[src/rtl/panda_divider.sv]
// Iterative radix-2 restoring divider for RV32M DIV/DIVU/REM/REMU.
// Optional single-cycle special-case path: define PANDA_DIV_EARLY_OUT_EN.
module panda_divider #(
    parameter int Width = 32
) (
    input  logic             clk_i,
    input  logic             rst_ni,
    input  logic             valid_i,
    output logic             ready_o,
    input  logic [1:0]       op_i,
    input  logic [Width-1:0] operand_a_i,
    input  logic [Width-1:0] operand_b_i,
    input  logic             flush_i,
    output logic             valid_o,
    output logic [Width-1:0] result_o
);

    localparam int CntW = $clog2(Width);
    localparam logic [CntW-1:0] CntLast = CntW'(Width - 1);

    typedef enum logic [1:0] {
        IDLE,
        BUSY,
        FIX,
        DONE
    } state_e;

    state_e           state_q;
    logic [1:0]       op_q;
    logic             sa_q;
    logic             sb_q;
    logic             bzero_q;
    logic [Width-1:0] bmag_q;
    logic [Width:0]   rem_q;
    logic [Width-1:0] quo_q;
    logic [CntW-1:0]  cnt_q;
    logic [Width-1:0] result_q;

    logic             signed_op;
    logic             a_neg;
    logic             b_neg;
    logic [Width-1:0] amag;
    logic [Width-1:0] bmag;
    logic [Width+1:0] shifted;
    logic [Width+1:0] trial;
    logic [Width:0]   rem_d;
    logic [Width-1:0] quo_d;
    logic [Width-1:0] quo_fix;
    logic [Width-1:0] rem_fix;

    assign signed_op = ~op_i[0];
    assign a_neg     = signed_op & operand_a_i[Width-1];
    assign b_neg     = signed_op & operand_b_i[Width-1];
    assign amag      = a_neg ? -operand_a_i : operand_a_i;
    assign bmag      = b_neg ? -operand_b_i : operand_b_i;

    // Shifted remainder stays below 2^(Width+1), so bit Width+1 of trial is the borrow.
    assign shifted = {rem_q, quo_q[Width-1]};
    assign trial   = shifted - {2'b00, bmag_q};

    always_comb begin
        rem_d = shifted[Width:0];
        quo_d = {quo_q[Width-2:0], 1'b0};
        if (!trial[Width+1]) begin
            rem_d    = trial[Width:0];
            quo_d[0] = 1'b1;
        end
    end

    assign quo_fix = ((sa_q ^ sb_q) & ~bzero_q) ? -quo_q : quo_q;
    assign rem_fix = sa_q ? -rem_q[Width-1:0] : rem_q[Width-1:0];

`ifdef PANDA_DIV_EARLY_OUT_EN
    localparam logic [Width-1:0] MinVal = {1'b1, {(Width-1){1'b0}}};

    logic             eo_zero;
    logic             eo_ovf;
    logic [Width-1:0] eo_res;

    assign eo_zero = (operand_b_i == '0);
    assign eo_ovf  = signed_op & (operand_a_i == MinVal) & (&operand_b_i);

    always_comb begin
        eo_res = eo_zero ? '1 : MinVal;
        if (op_i[1]) begin
            eo_res = eo_zero ? operand_a_i : '0;
        end
    end
`endif

    always_ff @(posedge clk_i or negedge rst_ni) begin
        if (!rst_ni) begin
            state_q  <= IDLE;
            op_q     <= '0;
            sa_q     <= 1'b0;
            sb_q     <= 1'b0;
            bzero_q  <= 1'b0;
            bmag_q   <= '0;
            rem_q    <= '0;
            quo_q    <= '0;
            cnt_q    <= '0;
            result_q <= '0;
        end else if (flush_i) begin
            state_q <= IDLE;
        end else begin
            unique case (state_q)
                IDLE: begin
                    if (valid_i) begin
                        op_q    <= op_i;
                        sa_q    <= a_neg;
                        sb_q    <= b_neg;
                        bzero_q <= (operand_b_i == '0);
                        bmag_q  <= bmag;
                        rem_q   <= '0;
                        quo_q   <= amag;
                        cnt_q   <= CntLast;
`ifdef PANDA_DIV_EARLY_OUT_EN
                        if (eo_zero | eo_ovf) begin
                            result_q <= eo_res;
                            state_q  <= DONE;
                        end else begin
                            state_q <= BUSY;
                        end
`else
                        state_q <= BUSY;
`endif
                    end
                end
                BUSY: begin
                    rem_q <= rem_d;
                    quo_q <= quo_d;
                    if (cnt_q == '0) begin
                        state_q <= FIX;
                    end else begin
                        cnt_q <= cnt_q - 1'b1;
                    end
                end
                FIX: begin
                    result_q <= op_q[1] ? rem_fix : quo_fix;
                    state_q  <= DONE;
                end
                DONE: begin
                    state_q <= IDLE;
                end
            endcase
        end
    end

    assign ready_o  = (state_q == IDLE) & ~flush_i;
    assign valid_o  = (state_q == DONE) & ~flush_i;
    assign result_o = result_q;

endmodule

[config.mk]
export PLATFORM = sky130hd
export DESIGN_NAME = panda_divider
export DESIGN_NICKNAME = d
export VERILOG_FILES = /design/src/rtl/panda_divider.sv
export SDC_FILE = /design/constraint.sdc
export NUM_CORES = 1
export LEC_CHECK = 0
export ABC_AREA = 1
export BUFFER_PORTS_ARGS = -buffer_cell sky130_fd_sc_hd__buf_2
export CAP_MARGIN = 20
export CORE_MARGIN = 4
export CORE_UTILIZATION = 55
export CTS_CLUSTER_SIZE = 25
export DETAILED_ROUTE_END_ITERATION = 6
export PLACE_DENSITY = 0.76
export SETUP_SLACK_MARGIN = 0.05
export SLEW_MARGIN = 20
export SYNTH_ARGS = -nofsm -noshare
export SYNTH_HDL_FRONTEND = slang
export SYNTH_SLANG_ARGS = --single-unit
export TNS_END_PERCENT = 50
[constraint.sdc]
create_clock -name clk_i -period 2.7 [get_ports clk_i]
set_input_delay 0 -clock clk_i [delete_from_list [all_inputs] [get_ports clk_i]]
set_output_delay 0 -clock clk_i [all_outputs]
set_load 0.05 [all_outputs]
Word-level counts from Yosys, hierarchy flattened
Cells that the tools add are included.

storage, ports and cells
  flip-flop bits (word level) = 141
  output and inout bits = 34
  word-level logic and storage cells = 59

operators by class
  $add $sub $neg = 6
  equality and inequality tests = 7
  mux-type cells = 18
  bitwise gates (word level) = 9
  reduce and logical (&&, ||, !) cells = 9

operators with widths
  kind                 count
  $mux 32              6
  $neg 32->32          4
  $mux 33              2
  $pmux 33 s2          1
  $pmux 32 s2          1
  $sub 34x32->34       1
  $logic_not 32->1     1
  $mux 5               2
  $pmux 5 s2           1
  $pmux 2 s4           1
  $mux 2               3
  $ne 3x3->1 const B   2
  $reduce_and 3->1     2
  $and 1x1->1          5
  $logic_not 5->1      1
  $sub 5x1->5 const B  1
  $eq 2x2->1 const B   2
  $ne 2x2->1 const B   2
  $reduce_and 2->1     2
  $reduce_and 4->1     1
  $not 1->1            3
  $eq 2x1->1 const B   1
  $logic_not 2->1      1
  $reduce_bool 2->1    1
  2 further kinds      2

Longest topological paths before layout
  word-level depth = 5
  gate-level depth with buffers = 18
  mapped depth without buffers = 17

Least setup slack after synthesis
Ideal clock, no wire load.

  kind = register to register
  start = register quo_q[31]
  end = register rem_q[32]
  arrival = 1.914 ns
  required time = 2.583 ns
  setup slack = 0.668 ns
  cell stages (with the launch flop) = 17
  clock period less this slack = 2.032 ns
  cells stage by stage = dfrtp_1 inv_1 ha_1 inv_1 fa_1 nand3_1 nand3_1 nand2_1 nand2_1 nand2_1 nand2_1 nand2_1 nand3_1 nand2_1 nand3_2 nand3_1 nand2_1

on the way
  cells in the longest elaborated chain, start to end = 3

ends and longest elaborated chain
  element                 RTL line  RTL
  from (decl)             35        logic [Width-1:0] quo_q;
  from (signal assigned)  115       quo_q <= amag;
  from (signal assigned)  131       quo_q <= quo_d;
  $sub 34x32->34          59        assign trial = shifted - {2'b00, bmag_q};
  $mux 33                 64        if (!trial[Width+1]) begin
  $pmux 33 s2             106       unique case (state_q)
  to (signal assigned)    130       rem_q <= rem_d;
  to (decl)               34        logic [Width:0] rem_q;

No other way between the ends.
A chain may end at the register's enable or synchronous reset.

Final worst setup path
  start = register rem_q[4]
  end = register rem_q[23]

on the way
  cells in the longest elaborated chain, start to end = 3

ends and longest elaborated chain
  element         RTL line
  $sub 34x32->34  59
  $mux 33         64
  $pmux 33 s2     106

No other way between the ends.

==> out/qor.yml <==
worstReg2RegEnd: "rem_q[23]"
synth-edff-count: 0
die_y_um: 160
globalRoute.totalOverflow: 0
place_hpwl_um: 33400
root_buffer: "clkbuf_16"
drtIter0Drc: 1596
avgViaCountPerCell: 5.69
num_vias: 14296
cts_sinks: 140
row_count: 55
hold_violations: 1
drive_above_1_share_pct: 10.1
synthCells: 2061
routed_wl_um: 44000
ant_nets: 0
grt-busiest-layer: "met2"
synth-main-ff-cell: "dfrtp_1"
final_area_mm2: 0.0148
synth_area_mm2: 0.0126
hp-class: "primary input to flop"
dpl-instance-area_mm2: 0.0135
finalWeightedCongestion: 0.998
finalCritPeriodShare_pct: 91.8
p_leak_nw: 7.95
grt.met3_usage_pct: 3.97
drc: 0
yosys-top-cells-area: "dfrtp_1, nand2_1, nand3_1"
rsz0062_at_grt: "no"
r2r_cells: 13
synth_top_cell_area_share_pct: 27.7
num-nets-final: 2327
drt_pre_antenna_iters: 6
max_freq_mhz: 403
slowest_stage: "dfrtp_1"
synth-seq-cells: 140
min_from: "operand_b_i[9]"
met2_usage_pct: 54.0
insertion_delay_ps: 440
grt_antenna_before_repair: 0
power_mw: 13.7
io_pins: 104
initial_core_util_pct: 55.9
cp_data_required_time_ps: 3020
synth.most_common_cell: "nand2_1"
min_period_ps: 2480
ir_drop_v: 0.000758
worst_slew_pin_slew_ps: 846
multi_input_area_mm2: 0.00777
clock_skew_ps: 15.6
drv_cap: 0
whs_ps: -3.94
postCtsSetupRepairBufs: 0
area_delta_synth_final_pct: 16.8
cpPeakStageDelay_ps: 460
ys.warnings.count: 0
grtUsageTotal_pct: 34.0
portBuffers: 103
synth_top_cell_by_area: "dfrtp_1"
chipWidth_um: 160
grt_pass1_vias: 13339
worst_setup_path_end_kind: "flop"
seqCellArea_mm2: 0.00350
min_to: "bmag_q[9]"
timing.reg2reg.setup_slack_ps: 220
drv_slew: 0
diodes: 0
worst-path-buf-inv: 1
holdPathStages: 3
cp-start-kind: "flop"
cts_buffer_depth: 2
fin_setup_tns_ps: 0
worstPathCellList: "ha_1, nand2_1, nor2_2, nand3_1, nand3_2, nand2_4, nand2_4, nand2_4, nand3_4, buf_4, nand3_1, nand3_1, nand2_1"
clkTransAtPathRegs_ps: 60
fillers: 2117
crit_family: "simple AND/OR/NAND/NOR gates"
r2r-start: "rem_q[4]"
avgSynthCellArea_um2: 6.14
outcome: "finished, violations left"
grt_max_degree: 50
cts_made_buffers: 17
grt_pass1_wl_um: 70300
crit_type: "flop to flop"
grtUsageMet1_pct: 48.7
ys_async_sr_fraction_pct: 100
yosysSeqAreaShare_pct: 27.7
mappedNetlistNets: 2174
crit_path_max_fanout: 11
power_density_mw_per_mm2: 930
relSlewSlack_pct: 43.6
finalSetupViolations: 0
failed_checks: "hold timing"
cts_tree: "yes"
fp.coreArea_mm2: 0.0226
synth_cell_types: 45
htree_levels: 4
post_drt_wl_per_cell_um: 17.5
cp.arrival_ps: 2800
die_area_mm2: 0.0255
yosys-top-cells-count: "nand2_1, inv_1, nand3_1"
[flip-flops by register name, indices dropped and copies added (netlist names)]
register / count
state_q: 2
op_q: 1
sb_q: 1
cnt_q: 5
sa_q: 1
bzero_q: 1
quo_q: 32
result_o: 32
bmag_q: 32
rem_q: 33
[metrics by stage]
| step | hold WS (ps) | util, % | cells | worst slack, ps |
|---|---|---|---|---|
| final | -3.94 | 65.2 | 2512 | 221 |
| after global routing | 17.0 | 65.2 | 2512 | 45.1 |
| after CTS | 1.10 | 65.0 | 2511 | 73.9 |
| after detailed placement | -0.933 | 59.6 | 2417 | 90.2 |
| after global placement | -4.69 | 59.6 | 2417 | 195 |
| after floorplan | -296 | - | 2061 | 668 |
[worst reg2reg max path, cell delays in order, from the launching register on]
cell and delay, ps:
dfrtp_1 460, ha_1 410, nand2_1 150, nor2_2 170, nand3_1 120, nand3_2 150
nand2_4 70, nand2_4 80, nand2_4 100, nand3_4 180, buf_4 220, nand3_1 90
nand3_1 90, nand2_1 60
[worst max-delay path by stage]
stage,startpoint,to,slack [ps],cells past startpoint
final,rem_q[4],rem_q[23],220,13
after global routing,rem_q[15],rem_q[5],50,15
after CTS,quo_q[31],rem_q[16],70,14
after detailed placement,quo_q[31],rem_q[16],90,14
after global placement,quo_q[31],rem_q[16],190,14
after floorplan,quo_q[31],rem_q[32],670,16
[per-layer routing]
metal | up-vias | share of wire, %
met5 | - | 0
met4 | 0 | 3.0
met3 | 86 | 7.3
met2 | 667 | 46
met1 | 6587 | 44
li1 | 6956 | -
[repair_timing]
action | CTS | global route
resized for setup | 0 | 6
endpoints found under the setup margin | 0 | 34
hold endpoints to repair | 149 | 0
hold buffers | 62 | 0
[layout make-up]
class                   count  share of cell area, %
repair buffers            200                   9.77
flip-flops and latches    140                   23.7
clock inverters            12                   1.10
multi-input cells        1562                   52.6
clock buffers              20                   2.96
well taps                 285                   2.41
inverters                 293                   7.45
[placed cells by master (no fill, tap or decap), types with 18 or more instances in the layout]
cell type,synthesis,layout
nand3_2,18,18
buf_4,7,32
nand4_1,27,27
dfrtp_1,140,140
nand2_1,645,645
nor2_1,205,202
nand3_1,230,230
ha_1,42,42
a21oi_1,77,77
xor2_1,22,22
o221ai_1,18,18
buf_2,18,102
o21ai_0,111,111
xnor2_1,22,21
nor3_1,26,25
dlygate4sd3_1,0,62
inv_1,286,285
[cell families (layout without fill, tap and decap cells)]
kind of cell / Yosys count / in the layout / share of synthesized area [%]
compound gates: 264 / 264 / 11.7
xor+xnor: 44 / 44 / 3.05
fa+ha+maj: 43 / 43 / 4.31
buf+inv: 360 / 525 / 11.4
flops: 140 / 140 / 27.7
simple gates: 1210 / 1211 / 41.9
[power by group]
part | internal, mW | total (mW) | switching, mW | leakage, nW
clock | 1.47 | 2.47 | 0.998 | 0.291
combinational | 2.27 | 7.90 | 5.63 | 5.89
sequential | 2.84 | 3.37 | 0.531 | 1.77
total | 6.59 | 13.7 | 7.16 | 7.95
(Power assumes the default switching activity.)
